File: src/rtl/breakout_pkg.sv
// Shared Breakout constants and the ball state encoding.
package breakout_pkg;

    localparam int SCREEN_W   = 640;
    localparam int SCREEN_H   = 480;
    localparam int BALL_SIZE  = 8;
    localparam int PADDLE_Y   = 440;
    localparam int PADDLE_W   = 64;
    localparam int LIVES_INIT = 3;

    typedef enum logic [1:0] {
        IDLE,
        MOVE,
        LOST,
        GAME_OVER
    } state_t;

endpackage

File: src/rtl/ball_motion_rise_detect.sv
// Registered rising-edge detector: one-cycle pulse per low-to-high transition of din.
module rise_detect (
    input  logic clk,
    input  logic reset,
    input  logic din,
    output logic pulse
);

    logic prev;

    always_ff @(posedge clk or posedge reset) begin
        if (reset) begin
            prev  <= 1'b0;
            pulse <= 1'b0;
        end else begin
            prev  <= din;
            pulse <= din & ~prev;
        end
    end

endmodule

File: src/rtl/ball_motion.sv
// Breakout ball: per-tick motion, wall/paddle/brick bounces, serves, lost balls and lives.
module ball_motion
    import breakout_pkg::*;
#(
    parameter int SPEED   = 2,
    parameter int START_X = 316,
    parameter int START_Y = 300
) (
    input  logic       clk,
    input  logic       reset,
    input  logic       tick,
    input  logic       serve_btn,
    input  logic [9:0] paddle_x,
    input  logic       brick_hit,
    input  logic       brick_side,
    output logic [9:0] ball_x,
    output logic [9:0] ball_y,
    output logic       ball_active,
    output logic       ball_lost,
    output logic [1:0] lives,
    output logic       game_over
);

    localparam logic signed [10:0] STEP    = 11'(SPEED);
    localparam logic signed [10:0] MAX_X   = 11'(SCREEN_W - BALL_SIZE);
    localparam logic signed [10:0] MAX_Y   = 11'(SCREEN_H - BALL_SIZE);
    localparam logic signed [10:0] PAD_LIM = 11'(PADDLE_Y - BALL_SIZE);

    state_t            state, state_nxt;
    logic [9:0]        x_q, y_q, x_nxt, y_nxt;
    logic              dx_q, dy_q, dx_nxt, dy_nxt;   // dx_q=1: +x, dy_q=1: down
    logic              dx_eff, dy_eff;
    logic              flip_x_q, flip_y_q, flip_x_nxt, flip_y_nxt;
    logic [1:0]        lives_q, lives_nxt;
    logic signed [10:0] nx, ny;
    logic              over_paddle;
    logic              tick_rise, serve_rise;

    rise_detect u_tick_rise (
        .clk   (clk),
        .reset (reset),
        .din   (tick),
        .pulse (tick_rise)
    );

    rise_detect u_serve_rise (
        .clk   (clk),
        .reset (reset),
        .din   (serve_btn),
        .pulse (serve_rise)
    );

    always_ff @(posedge clk or posedge reset) begin
        if (reset) begin
            state    <= IDLE;
            x_q      <= 10'(START_X);
            y_q      <= 10'(START_Y);
            dx_q     <= 1'b1;
            dy_q     <= 1'b0;
            flip_x_q <= 1'b0;
            flip_y_q <= 1'b0;
            lives_q  <= 2'(LIVES_INIT);
        end else begin
            state    <= state_nxt;
            x_q      <= x_nxt;
            y_q      <= y_nxt;
            dx_q     <= dx_nxt;
            dy_q     <= dy_nxt;
            flip_x_q <= flip_x_nxt;
            flip_y_q <= flip_y_nxt;
            lives_q  <= lives_nxt;
        end
    end

    always_comb begin
        state_nxt = state;
        x_nxt     = x_q;
        y_nxt     = y_q;
        dx_nxt    = dx_q;
        dy_nxt    = dy_q;
        lives_nxt = lives_q;

        dx_eff = dx_q ^ flip_x_q;
        dy_eff = dy_q ^ flip_y_q;
        nx     = $signed({1'b0, x_q}) + (dx_eff ? STEP : -STEP);
        ny     = $signed({1'b0, y_q}) + (dy_eff ? STEP : -STEP);
        over_paddle = ({2'b00, x_q} + 12'(BALL_SIZE) > {2'b00, paddle_x}) &&
                      ({2'b00, x_q} < {2'b00, paddle_x} + 12'(PADDLE_W));

        // Flags clear on the update that consumes them; a hit in that same cycle re-arms them.
        flip_x_nxt = (state == MOVE && !tick_rise) ? flip_x_q : 1'b0;
        flip_y_nxt = (state == MOVE && !tick_rise) ? flip_y_q : 1'b0;
        if (state == MOVE && brick_hit) begin
            if (brick_side) flip_x_nxt = 1'b1;
            else            flip_y_nxt = 1'b1;
        end

        case (state)
            IDLE: begin
                if (serve_rise) state_nxt = MOVE;
            end
            MOVE: begin
                if (tick_rise) begin
                    dx_nxt = dx_eff;
                    dy_nxt = dy_eff;
                    if (nx[10]) begin
                        x_nxt  = '0;
                        dx_nxt = 1'b1;
                    end else if (nx > MAX_X) begin
                        x_nxt  = MAX_X[9:0];
                        dx_nxt = 1'b0;
                    end else begin
                        x_nxt = nx[9:0];
                    end

                    if (ny[10]) begin
                        y_nxt  = '0;
                        dy_nxt = 1'b1;
                    end else if (dy_eff && ny > PAD_LIM &&
                                 $signed({1'b0, y_q}) <= PAD_LIM && over_paddle) begin
                        y_nxt  = PAD_LIM[9:0];
                        dy_nxt = 1'b0;
                    end else if (ny > MAX_Y) begin
                        state_nxt = LOST;
                        x_nxt     = x_q;
                        y_nxt     = y_q;
                    end else begin
                        y_nxt = ny[9:0];
                    end
                end
            end
            LOST: begin
                lives_nxt = lives_q - 2'd1;
                if (lives_q == 2'd1) begin
                    state_nxt = GAME_OVER;
                end else begin
                    state_nxt = IDLE;
                    x_nxt     = 10'(START_X);
                    y_nxt     = 10'(START_Y);
                    dx_nxt    = 1'b1;
                    dy_nxt    = 1'b0;
                end
            end
            GAME_OVER: begin
                if (serve_rise) begin
                    state_nxt = IDLE;
                    lives_nxt = 2'(LIVES_INIT);
                    x_nxt     = 10'(START_X);
                    y_nxt     = 10'(START_Y);
                    dx_nxt    = 1'b1;
                    dy_nxt    = 1'b0;
                end
            end
            default: state_nxt = IDLE;
        endcase
    end

    assign ball_x      = x_q;
    assign ball_y      = y_q;
    assign lives       = lives_q;
    assign ball_active = (state == MOVE);
    assign ball_lost   = (state == LOST);
    assign game_over   = (state == GAME_OVER);

endmodule

File: config.mk
export PLATFORM = sky130hd
export DESIGN_NAME = ball_motion
export DESIGN_NICKNAME = d
export VERILOG_FILES = /design/src/rtl/breakout_pkg.sv /design/src/rtl/ball_motion_rise_detect.sv /design/src/rtl/ball_motion.sv
export SDC_FILE = /design/constraint.sdc
export NUM_CORES = 1
export LEC_CHECK = 0
export ABC_AREA = 1
export BUFFER_PORTS_ARGS = -buffer_cell sky130_fd_sc_hd__buf_2
export CORE_AREA = 2 2 73 75
export DETAILED_ROUTE_END_ITERATION = 10
export DIE_AREA = 0 0 75 77
export PLACE_DENSITY = 0.82
export SLEW_MARGIN = 20
export SYNTH_ARGS = -nofsm -noshare
export SYNTH_HDL_FRONTEND = slang
export SYNTH_SLANG_ARGS = --single-unit
File: constraint.sdc
create_clock -name clk -period 5.44 [get_ports clk]
set_input_delay 0.816 -clock clk [delete_from_list [all_inputs] [get_ports clk]]
set_output_delay 0.816 -clock clk [all_outputs]
set_load 0.05 [all_outputs]
Word level (Yosys, flattened, before mapping)
Index checks and enable logic that the tools add are counted.

Flip-flop bits (word level): 32. Bits in latches: 0. Memory bits (writable): 0. Bits in read-only memories: 0. Input port bits: 16. Output and inout port bits: 25. Memories kept: 0.

$add $sub $neg: 5. Multipliers: 0. Div/mod/pow operators: 0. $lt $le $gt $ge: 6. Eq/ne operators: 12. Shift-type cells: 0. Mux-type cells: 46. Bitwise gates (word level): 6. Reductions and logical operators: 14.

Operators by type and width (number): 2-to-1 mux 10 bit (14); case mux 10 bit (3 select lines) (2); adder 11 bit (2); greater-than comparator 11 x 10 -> 1 bit, second input constant (2); 2-to-1 mux 11 bit (2); 2-to-1 mux 1 bit (16); 2-to-1 mux 2 bit (8); adder 10 x 4 -> 11 bit, second input constant (1); adder 10 x 7 -> 11 bit, second input constant (1); greater-than comparator 11 x 10 -> 1 bit (1); greater-than comparator 11 bit, second input constant (1); < comparator 10 x 11 -> 1 bit (1); <= comparator 10 x 9 -> 1 bit, second input constant (1); != test 2 x 1 -> 1 bit, second input constant (4); case mux 2 bit (4 select lines) (1); logical AND 1 bit (6); != test 2 bit, second input constant (3); case mux 1 bit (3 select lines) (2); AND reduction 6 bit (1); AND reduction 5 bit (1); equality test 2 x 1 -> 1 bit, second input constant (2); equality test 2 bit, second input constant (2); != test 4 bit, second input constant (1); case mux 2 bit (2 select lines) (1); other kinds (10) (13).

Longest topological paths before layout
Gate-level depths: netlist of run 1.

Word-level depth: 11. Mapped depth: 22. Depth with buffers taken out: 22.

Hierarchy
From an unflattened synthesis of run 1, not the netlist that was laid out.

Cells, all modules: 439. Area total of the unflattened synthesis: 3039.2 µm².

By module, submodules not included: ball_motion (instances 1, cells each 429, area each 2911.5 µm²); rise_detect (instances 2, cells each 5, area each 63.8 µm²).

Worst setup path after synthesis of run 1
Ideal clock, no wire load.

Path type: reg2reg. Start point: reg flip_x_q. End point: reg x_q[4], in the netlist ball_x[4]. Library setup time: 0.077 ns. Arrival: 2.672 ns. Required time: 5.363 ns. Slack: 2.691 ns. Cell stages (with the launch flop): 15. Cell sequence: dfrtp_1 > xnor2_1 > ha_1 > a21o_1 > nand3_1 > nand2_1 > a21oi_1 > nor2_1 > nor2_1 > xor2_1 > nand3_1 > nand2_1 > o21ai_0 > nor2_1 > o21ai_2.

Word-level cells in the longest chain between the ends: 11.

RTL lines: from (decl) (RTL line ball_motion.sv:33) `logic flip_x_q, flip_y_q, flip_x_nxt, flip_y_nxt;`; from (signal assigned) (RTL line ball_motion.sv:69) `flip_x_q <= flip_x_nxt;`; XOR 1 bit * (RTL line ball_motion.sv:83) `dx_eff = dx_q ^ flip_x_q;`; 2-to-1 mux 11 bit * (RTL line ball_motion.sv:85) `nx = $signed({1'b0, x_q}) + (dx_eff ? STEP : -STEP);`; adder 11 bit * (RTL line ball_motion.sv:85); greater-than comparator 11 bit (RTL line ball_motion.sv:109) `end else if (nx > MAX_X) begin`; 2-to-1 mux 10 bit (RTL line ball_motion.sv:109); 2-to-1 mux 10 bit * (RTL line ball_motion.sv:106) `if (nx[10]) begin`; 2-to-1 mux 10 bit (RTL line ball_motion.sv:123) `end else if (ny > MAX_Y) begin`; 2-to-1 mux 10 bit (RTL line ball_motion.sv:119) `end else if (dy_eff && ny > PAD_LIM &&`; 2-to-1 mux 10 bit * (RTL line ball_motion.sv:116) `if (ny[10]) begin`; 2-to-1 mux 10 bit * (RTL line ball_motion.sv:103) `if (tick_rise) begin`; case mux 10 bit (3 select lines) * (RTL line ball_motion.sv:98) `case (state)`; to (signal assigned) (RTL line ball_motion.sv:56) `x_q <= 10'(START_X);`; to (signal assigned) (RTL line ball_motion.sv:65) `x_q <= x_nxt;`; to (decl) (RTL line ball_motion.sv:30) `logic [9:0] x_q, y_q, x_nxt, y_nxt;`.

Every way passes the cells marked *; elsewhere a longest branch is shown, timed or not. The select of a mux whose other input is x is not followed. A chain may end at the register's enable or synchronous reset.

Final worst setup path of run 1
Ends and elaborated chain as after synthesis.

==> flow_summary.json, run 1 <==
{
  "status": "complete, no violations",
  "grt_pass1_wl_mm": 11.6,
  "hold_class": "flip-flop to flip-flop",
  "cts_tree": "yes",
  "hpwl_mm": 5.36,
  "ios": 41,
  "hold_viol_final": 0,
  "dr_wl_met3_um": 313,
  "dr.pass1.iters": 4,
  "postSynthCellCount": 426,
  "most-common-layout-cells": "nand2_1 (111), inv_1 (59), buf_2 (38), nand3_1 (34), nor2_1 (30)",
  "mostFrequentLayoutCell": "nand2_1",
  "end_kind": "flip-flop",
  "setup_tns_ps": 0,
  "ys_top_cells_by_area": "dfrtp_1 (15%), nand2_1 (14%), ha_1 (12%), dfstp_2 (10%), inv_1 (7.4%)",
  "yosysWarnings": 0,
  "start_util": 0.605,
  "first_global_vias": 2644,
  "drv_cap": 0,
  "slew_viol_final": 0,
  "die_area_um2": 5780,
  "nets": 512,
  "dp_cells": 529,
  "cpPeakStageDelay_ps": 720,
  "cpMostUsedCell": "nor2_1",
  "cp_data_required_time_ps": 5650,
  "critical_path_class": "flip-flop to flip-flop",
  "area.growth.synth_to_final_pct": 10.8,
  "crit_chain": "xnor2_1 -> ha_1 -> a21o_1 -> nand3_1 -> nand2_1 -> a21oi_1 -> nor2_1 -> nor2_1 -> xor2_1 -> nand3_1 -> nand2_1 -> o21ai_0 -> nor2_1 -> o21ai_2",
  "wl_met1_mm": 3.16,
  "ys_types": 46,
  "row_count": 26,
  "n_antenna_cell": 0,
  "drtAntennaViolNets": 0,
  "syn_avg_cell_area_um2": 7.07,
  "routed_via_density": 5.34,
  "wl_met2_mm": 3.18,
  "yosysTopAreaCell": "dfrtp_1",
  "antenna_found_initial": 0,
  "grt_overflow": 0,
  "wl_mm": 6.77,
  "synth_area_um2": 3010,
  "post_cts_buffers": 0,
  "finalInstanceArea_um2": 3340,
  "fillers": 458,
  "hold_buffers": 0,
  "layout.cells.non_filler": 537,
  "crit_arrival_ps": 3410,
  "yosysSeqAreaShare": 0.254,
  "cts-root-buf": "clkbuf_8",
  "portBuffers": 38,
  "finish.utilization": 0.670,
  "dpl-instance-area_um2": 3230,
  "worst_slew_pin_slew_ps": 883,
  "synth.top_cell.area_share": 0.150,
  "htree_levels": 2,
  "die_w_um": 75,
  "finClkSkew_ps": 5.13,
  "first_iter_violations": 229,
  "period_share": 0.587,
  "core_um2": 4980,
  "synth_seq_cells": 30,
  "rsz0062_at_grt": "false",
  "fp.dieH_um": 77,
  "top_layer_used": "met4",
  "grt_max_degree": 31,
  "fmax_mhz": 313,
  "wl_per_cell_um": 12.6,
  "cts_resized": 0,
  "setup-violations-final": 0,
  "worstSkewPairLatency_ps": 290,
  "cp-start-kind": "flip-flop",
  "drc": 0,
  "clock_path_buffers": 2,
  "path_max_fanout": 10,
  "final.min_clock_period_ps": 3190,
  "slew_headroom": 0.407,
  "track_usage": 0.256,
  "route.vias.total": 2868,
  "cp_slowest_cell": "xnor2_1",
  "drive_gt1_frac": 0.210,
  "cts_made_buffers": 5,
  "clock-sinks": 30,
  "clk_pin_slew_ps": 60,
  "place_congestion": 0.906
}
-- flip-flops by register name (all words and copies together), names as in the netlist --
name / flops
ball_x: 9
ball_y: 9
dx_q: 1
dy_q: 1
flip_x_q: 1
flip_y_q: 1
lives: 2
state: 2
u_serve_rise.prev: 1
u_serve_rise.pulse: 1
u_tick_rise.prev: 1
u_tick_rise.pulse: 1
-- through the flow --
step                hold slack [ps]  setup WS (ps)
finish                          392           2250
global route                    409           1920
CTS                             397           2250
detailed placement              388           2260
global placement                381           2390
floorplan                       376           2690
-- critical path: cells and delay by family (launching register included) --
kind / cells / cell delay [ps]
xor gates and xnor gates: 2 / 940
AOI/OAI and AO/OA: 4 / 590
DFF: 1 / 390
adders and majority gates: 1 / 430
and+or+nand+nor: 7 / 750
-- cell usage after synthesis, drive strengths merged --
| library cell | number |
|---|---|
| nor2 | 34 |
| and3 | 1 |
| fa | 1 |
| ha | 29 |
| nand2 | 126 |
| o31ai | 1 |
| nor4 | 1 |
| a31oi | 2 |
| a221oi | 1 |
| nand4 | 6 |
| xnor2 | 4 |
| inv | 64 |
| o21bai | 3 |
| a21o | 2 |
| nor3 | 3 |
| nand3b | 2 |
| o22ai | 1 |
| nand3 | 36 |
| clkbuf | 2 |
| nor3b | 1 |
| dfrtp | 18 |
| buf | 5 |
| o21ai | 26 |
| a32o | 1 |
| xor2 | 13 |
| or2 | 2 |
| o41ai | 3 |
| a21oi | 20 |
| a311oi | 1 |
| a211oi | 1 |
| dfstp | 12 |
| conb | 1 |
| o211ai | 3 |
-- final timing paths --
path | startpoint | to | slack (ps) | cells past startpoint
max in group asynchronous | reset | ball_y[2] | 4520 | 3
worst max register to register | flip_x_q | ball_x[4] | 2250 | 14
worst min register to register | u_tick_rise.prev | u_tick_rise.pulse | 390 | 1
worst min-delay path | u_tick_rise.prev | u_tick_rise.pulse | 390 | 1
min in group asynchronous | reset | flip_x_q | 600 | 3
worst max-delay path | flip_x_q | ball_x[4] | 2250 | 14
-- logic make-up (layout without fill, tap and decap cells) --
logic type      count (synthesis)  after routing  synth area share
buf+inv                        71            111             0.104
other cells                     1              2           0.00125
xor+xnor                       17             17            0.0495
flops                          30             30             0.254
compound gates                 65             65             0.143
simple gates                  212            212             0.320
fa+ha+maj                      30             30             0.127
-- per-layer routing --
layer,global-route usage,vias to the layer above
li1,-,1469
met1,0.346,1322
met2,0.411,65
met3,0.0526,12
met4,0.0714,0
met5,0,-
-- final cells by class --
type / instances / area, µm² / share of cell area
multi-input combinational: 326 / 1930 / 0.580
sequential: 30 / 766 / 0.230
inverter: 64 / 240 / 0.0720
timing repair buffer: 39 / 198 / 0.0593
clock buffer: 8 / 110 / 0.0330
tap: 70 / 87.6 / 0.0263
Power of run 1 is not shown: default switching activity piles up to over one toggle a cycle in this logic, so the estimate is an artifact.
==> run 2, diff against run 1 <==
--- a/config.mk
+++ b/config.mk
@@ -5,12 +5,12 @@
 export SDC_FILE = /design/constraint.sdc
 export NUM_CORES = 1
 export LEC_CHECK = 0
-export ABC_AREA = 1
+export ABC_AREA = 0
 export BUFFER_PORTS_ARGS = -buffer_cell sky130_fd_sc_hd__buf_2
-export CORE_AREA = 2 2 73 75
+export CORE_AREA = 2 2 76 78
 export DETAILED_ROUTE_END_ITERATION = 10
-export DIE_AREA = 0 0 75 77
-export PLACE_DENSITY = 0.82
+export DIE_AREA = 0 0 78 80
+export PLACE_DENSITY = 0.76
 export SLEW_MARGIN = 20
 export SYNTH_ARGS = -nofsm -noshare
 export SYNTH_HDL_FRONTEND = slang
==> constraint.sdc (replaced) <==
create_clock -name clk -period 2.75 [get_ports clk]
set_input_delay 0.4125 -clock clk [delete_from_list [all_inputs] [get_ports clk]]
set_output_delay 0.4125 -clock clk [all_outputs]
set_load 0.05 [all_outputs]
==> run 2 against run 1 <==
Effect of this change:
- critical path type unchanged
- global-route usage fell by 0.072 points
- clock-buffer cell count down 3
- sequential share of layout area fell by 4.0 points
- the flow now finishes with violations (setup timing)
- first-iteration DRC count shrank 11%
- register-to-register slack got worse by 2500 ps
==> flow_summary.json, run 2 <==
{
  "track_usage": 0.255,
  "hold_viol_final": 0,
  "ys_types": 63,
  "finalInstanceArea_um2": 4040,
  "clock-sinks": 30,
  "slew_headroom": 0.616,
  "holdWs_ps": 186,
  "final.min_clock_period_ps": 2980,
  "busiest_layer": "met2",
  "worst_slew_pin_slew_ps": 575,
  "fmax_mhz": 335,
  "cts-root-buf": "clkbuf_8",
  "yosysMostFrequentCell": "ha_1",
  "hold_class": "primary input to asynchronous set/reset pin",
  "setup-violations-final": 21,
  "yosysTopAreaCell": "dfrtp_1",
  "grtUsageMet1": 0.337,
  "htree_levels": 2,
  "worst_slack_ps": -233,
  "start_util": 0.522,
  "worstSkewPairLatency_ps": 280,
  "slew_viol_final": 0,
  "clk_pin_slew_ps": 70,
  "grt_max_degree": 31,
  "die_w_um": 78,
  "crit_arrival_ps": 3160,
  "ios": 41,
  "route.vias.total": 2919,
  "synth.top_cell.area_share": 0.160,
  "grt_pass1_wl_mm": 12.7,
  "use_met2": 0.442,
  "syn_avg_cell_area_um2": 8.54,
  "mostFrequentLayoutCell": "buf_4",
  "drive_gt1_frac": 0.431,
  "core_um2": 5410,
  "use_met3": 0.0317,
  "drc": 0,
  "cts_made_buffers": 5,
  "status": "finished with violations",
  "n_antenna_cell": 0,
  "die_area_um2": 6240,
  "yosysSeqAreaShare": 0.272,
  "fp.dieH_um": 80,
  "synth_seq_cells": 30,
  "first_global_vias": 2746,
  "synthTopCellsByCount": "ha_1 (29), nand2_1 (27), nor2_1 (27)",
  "synth_edf_count": 0,
  "rsz0062_at_grt": "true",
  "grt_overflow": 0,
  "clock_path_buffers": 2,
  "finClkSkew_ps": 8.45,
  "place_congestion": 0.961,
  "drtAntennaViolNets": 0,
  "cp_data_required_time_ps": 2920,
  "first_iter_violations": 204,
  "wl_mm": 8.02,
  "violations": "setup timing",
  "cp-start-kind": "flip-flop",
  "wl_per_cell_um": 15.8,
  "ys_top_cells_by_area": "dfrtp_1 (16%), ha_1 (13%), dfstp_2 (11%), xnor2_1 (4.7%), nand2_1 (3.6%)",
  "path_max_fanout": 11,
  "yosysWarnings": 0,
  "nets": 481,
  "area.growth.synth_to_final_pct": 43.3,
  "routed_via_density": 5.75,
  "critical_path_class": "flip-flop to flip-flop",
  "period_share": 1.08,
  "fillers": 386,
  "ys.flop_type": "dfrtp_1",
  "drv_cap": 0,
  "end_kind": "flip-flop",
  "cts_tree": "yes",
  "antenna_found_initial": 0,
  "synth_area_um2": 2820,
  "dr.pass1.iters": 4,
  "synthArstFlopShare": 1.00,
  "hpwl_mm": 5.68,
  "setup_tns_ps": -3050,
  "finish.utilization": 0.747,
  "dpl-instance-area_um2": 3520,
  "portBuffers": 38,
  "row_count": 27,
  "postSynthCellCount": 330,
  "most-common-layout-cells": "buf_4 (64), buf_2 (38), inv_1 (26), nand2_1 (25), ha_1 (23)"
}
## run 2: metal layers
layer	part of all wire	wire length, µm	vias to the layer above
li1	-	-	1416
met5	0	0	-
met2	0.51	4110	84
met3	0.041	325	10
met1	0.44	3490	1409
met4	0.011	89	0
## run 2: area by class of cell
| type | instances | area (µm²) | area share |
|---|---|---|---|
| clock buffers | 5 | 68.8 | 0.0170 |
| well taps | 72 | 90.1 | 0.0223 |
| clock inverters | 3 | 45.0 | 0.0111 |
| multi-input cells | 264 | 2230 | 0.553 |
| flip-flops and latches | 30 | 766 | 0.190 |
| repair buffers | 108 | 738 | 0.183 |
| inverters | 26 | 97.6 | 0.0242 |
## run 2: what timing repair did
item	in CTS	in global routing
gates resized for setup	31	36
setup endpoints to repair	22	22
setup buffers	3	6
hold buffers	0	0
pin swaps	14	17
## run 2: stage by stage
step	instances	setup WS, ps
final	508	-233
after global routing	508	-365
after CTS	502	-171
after detailed placement	491	-271
after global placement	491	-191
after floorplan	331	-235
## run 2: cell families after synthesis
family          count (synthesis)  share of synthesized area
xor+xnor                       22                     0.0710
fa+ha+maj                      30                      0.136
simple gates                  124                      0.239
buf+inv                        37                     0.0617
other cells                     1                    0.00133
compound gates                 83                      0.209
flops                          30                      0.272
mux                             3                     0.0107
## run 2: critical path: stages (launching register included)
cell     delay (ps)
dfrtp_1         410
xor2_2          200
xnor2_2         140
ha_2            180
or3_4           360
nor4b_4         220
or3_1           160
nand4_1         180
o31ai_4         380
a31o_1          260
buf_6           170
nor4_2           60
a21o_1          160
## run 2: worst paths after layout
path | from | endpoint | slack (ps) | cells past startpoint
max | flip_y_q | ball_x[1] | -230 | 12
min | reset | flip_x_q | 190 | 3
min reg2reg | u_tick_rise.prev | u_tick_rise.pulse | 400 | 1
max in group asynchronous | reset | ball_y[8] | 2230 | 3
min in group clk | tick | u_tick_rise.prev | 240 | 1
max reg2reg | flip_y_q | ball_x[1] | -230 | 12
Power of run 2 is left out for the same reason.
==> run 3, diff against run 2 <==
--- a/config.mk
+++ b/config.mk
@@ -5,12 +5,12 @@
 export SDC_FILE = /design/constraint.sdc
 export NUM_CORES = 1
 export LEC_CHECK = 0
-export ABC_AREA = 0
+export ABC_AREA = 1
 export BUFFER_PORTS_ARGS = -buffer_cell sky130_fd_sc_hd__buf_2
-export CORE_AREA = 2 2 76 78
+export CORE_AREA = 2 2 79 81
 export DETAILED_ROUTE_END_ITERATION = 10
-export DIE_AREA = 0 0 78 80
-export PLACE_DENSITY = 0.76
+export DIE_AREA = 0 0 81 83
+export PLACE_DENSITY = 0.74
 export SLEW_MARGIN = 20
 export SYNTH_ARGS = -nofsm -noshare
 export SYNTH_HDL_FRONTEND = slang
==> constraint.sdc (replaced) <==
create_clock -name clk -period 2.75 [get_ports clk]
set_input_delay 0.1375 -clock clk [delete_from_list [all_inputs] [get_ports clk]]
set_output_delay 0.1375 -clock clk [all_outputs]
set_load 0.05 [all_outputs]
==> run 3 against run 2 <==
Effect of this change:
- the flow now finishes without violations
- hold slack worse by 120 ps
- maximum frequency is 13% higher
- clock skew is 3.7 ps lower
- final cell count is 12% higher
- sequential share of layout area is 1.7 points higher
- wire length is 6.7% lower
- non-clock buffer count is 45 lower
- final area is 8.1% lower
- via count is 3.8% higher
- core utilization is 11 points lower
- critical path depth is 2 higher
==> flow_summary.json, run 3 (synthesis gave the netlist of run 1 again) <==
{
  "wl_per_cell_um": 13.2,
  "area.growth.synth_to_final_pct": 23.4,
  "clock-sinks": 30,
  "hpwl_mm": 5.45,
  "core_um2": 5820,
  "path_max_fanout": 8,
  "rr_worst_depth": 14,
  "place_congestion": 0.880,
  "start_util": 0.518,
  "fp.dieH_um": 83,
  "hold_depth": 2,
  "worst_slew_pin_slew_ps": 955,
  "ios": 41,
  "hold_end": "flip_y_q",
  "row_count": 28,
  "most-common-layout-cells": "nand2_1 (103), inv_1 (56), buf_2 (39), nand3_1 (32), nor2_1 (27)",
  "dr.pass1.iters": 5,
  "grt_pass1_wl_mm": 11.9,
  "cp-start-kind": "flip-flop",
  "reg2reg_slack_ps": 100,
  "r2r_end": "ball_x[5]",
  "routed_via_density": 5.35,
  "drc": 0,
  "clock_path_buffers": 2,
  "end_kind": "flip-flop",
  "drive_gt1_frac": 0.303,
  "min-delay-start": "brick_side",
  "first_iter_violations": 184,
  "track_usage": 0.220,
  "n_antenna_cell": 0,
  "slew_viol_final": 0,
  "first_global_vias": 2721,
  "dp_cells": 541,
  "finClkSkew_ps": 4.70,
  "hold_viol_final": 0,
  "fillers": 511,
  "wl_mm": 7.48,
  "status": "complete, no violations",
  "nets": 537,
  "period_share": 0.963,
  "antenna_found_initial": 0,
  "mostFrequentLayoutCell": "nand2_1",
  "clk_pin_slew_ps": 60,
  "worstSkewPairLatency_ps": 290,
  "die_w_um": 81,
  "crit_arrival_ps": 2870,
  "slew_headroom": 0.360,
  "drv_cap": 0,
  "layout.cells.non_filler": 567,
  "critical_path_class": "flip-flop to flip-flop",
  "rr_startpoint": "dx_q",
  "final.min_clock_period_ps": 2650,
  "hold_class": "primary input to flip-flop",
  "cp_data_required_time_ps": 2970,
  "cts_tree": "yes",
  "route.vias.total": 3031,
  "die_area_um2": 6720,
  "drtAntennaViolNets": 0,
  "portBuffers": 38,
  "fmax_mhz": 378,
  "htree_levels": 2,
  "setup-violations-final": 0,
  "grt_overflow": 0,
  "cts-root-buf": "clkbuf_8",
  "grt_max_degree": 28,
  "cts_made_buffers": 5
}
-- run 3: changes by cell type in the layout (fill, tap and decap cells not counted), sizes merged, moves of 7 or more --
cell | before | now
inv | 26 | 63
xnor2 | 15 | 4
nor2 | 27 | 34
o21ai | 17 | 26
and2 | 7 | 0
nand2 | 27 | 127
nand3 | 13 | 36
buf | 108 | 59
-- run 3: worst max-delay path, cell delays in order, from the launching register on --
cell     delay, ps
dfstp_2        550
xnor2_2        130
buf_6          160
ha_1           300
a21oi_2        180
nand2_1        100
a21oi_2        160
nor2_1          60
nor2_1         130
xor2_1         200
nand3_1        140
nand2_2        170
o21ai_1         90
nor2_1         160
o21ai_2         70
-- run 3: repair_timing --
item | in CTS | in global routing
endpoints found under the hold margin | 2 | 1
setup buffers | 0 | 12
endpoints found under the setup margin | 0 | 18
hold buffers | 2 | 1
resized for setup | 0 | 45
-- run 3: per-stage QoR --
step / util / area [µm²] / TNS (ps) / setup slack (ps) / hold slack, ps
global route: 0.639 / 3710 / -202 / -76.1 / 80.9
finish: 0.639 / 3710 / 0 / 102 / 65.1
detailed placement: 0.567 / 3300 / 0 / 19.6 / 260
CTS: 0.586 / 3410 / 0 / 12.8 / 61.1
floorplan: - / 3010 / 0 / 1.20 / 169
global placement: 0.567 / 3300 / 0 / 99.9 / 259
-- run 3: area by class of cell --
| cell class | instances | area (µm²) | share of cell area |
|---|---|---|---|
| clock inverters | 1 | 5.00 | 0.00135 |
| well taps | 75 | 93.8 | 0.0253 |
| repair buffers | 63 | 432 | 0.116 |
| multi-input cells | 327 | 2090 | 0.562 |
| flip-flops and latches | 30 | 767 | 0.206 |
| clock buffers | 7 | 86.3 | 0.0232 |
| inverters | 64 | 243 | 0.0653 |
-- run 3: how the worst max path moves through the flow --
stage	from	end	slack [ps]	cells after the start
after floorplan	flip_x_q	ball_x[4]	1	14
after global placement	dx_q	ball_x[4]	100	15
after detailed placement	dx_q	ball_x[5]	20	15
after CTS	dx_q	ball_x[5]	10	15
after global routing	dx_q	ball_x[5]	-80	14
final	dx_q	ball_x[5]	100	14
-- run 3: per-layer routing --
metal | GRT usage | up-vias | part of all wire
met5 | 0 | - | 0
met4 | 0.0709 | 0 | 0.022
met3 | 0.0413 | 18 | 0.066
met2 | 0.357 | 100 | 0.48
met1 | 0.293 | 1389 | 0.43
li1 | - | 1524 | -
Power of run 3 is left out for the same reason.
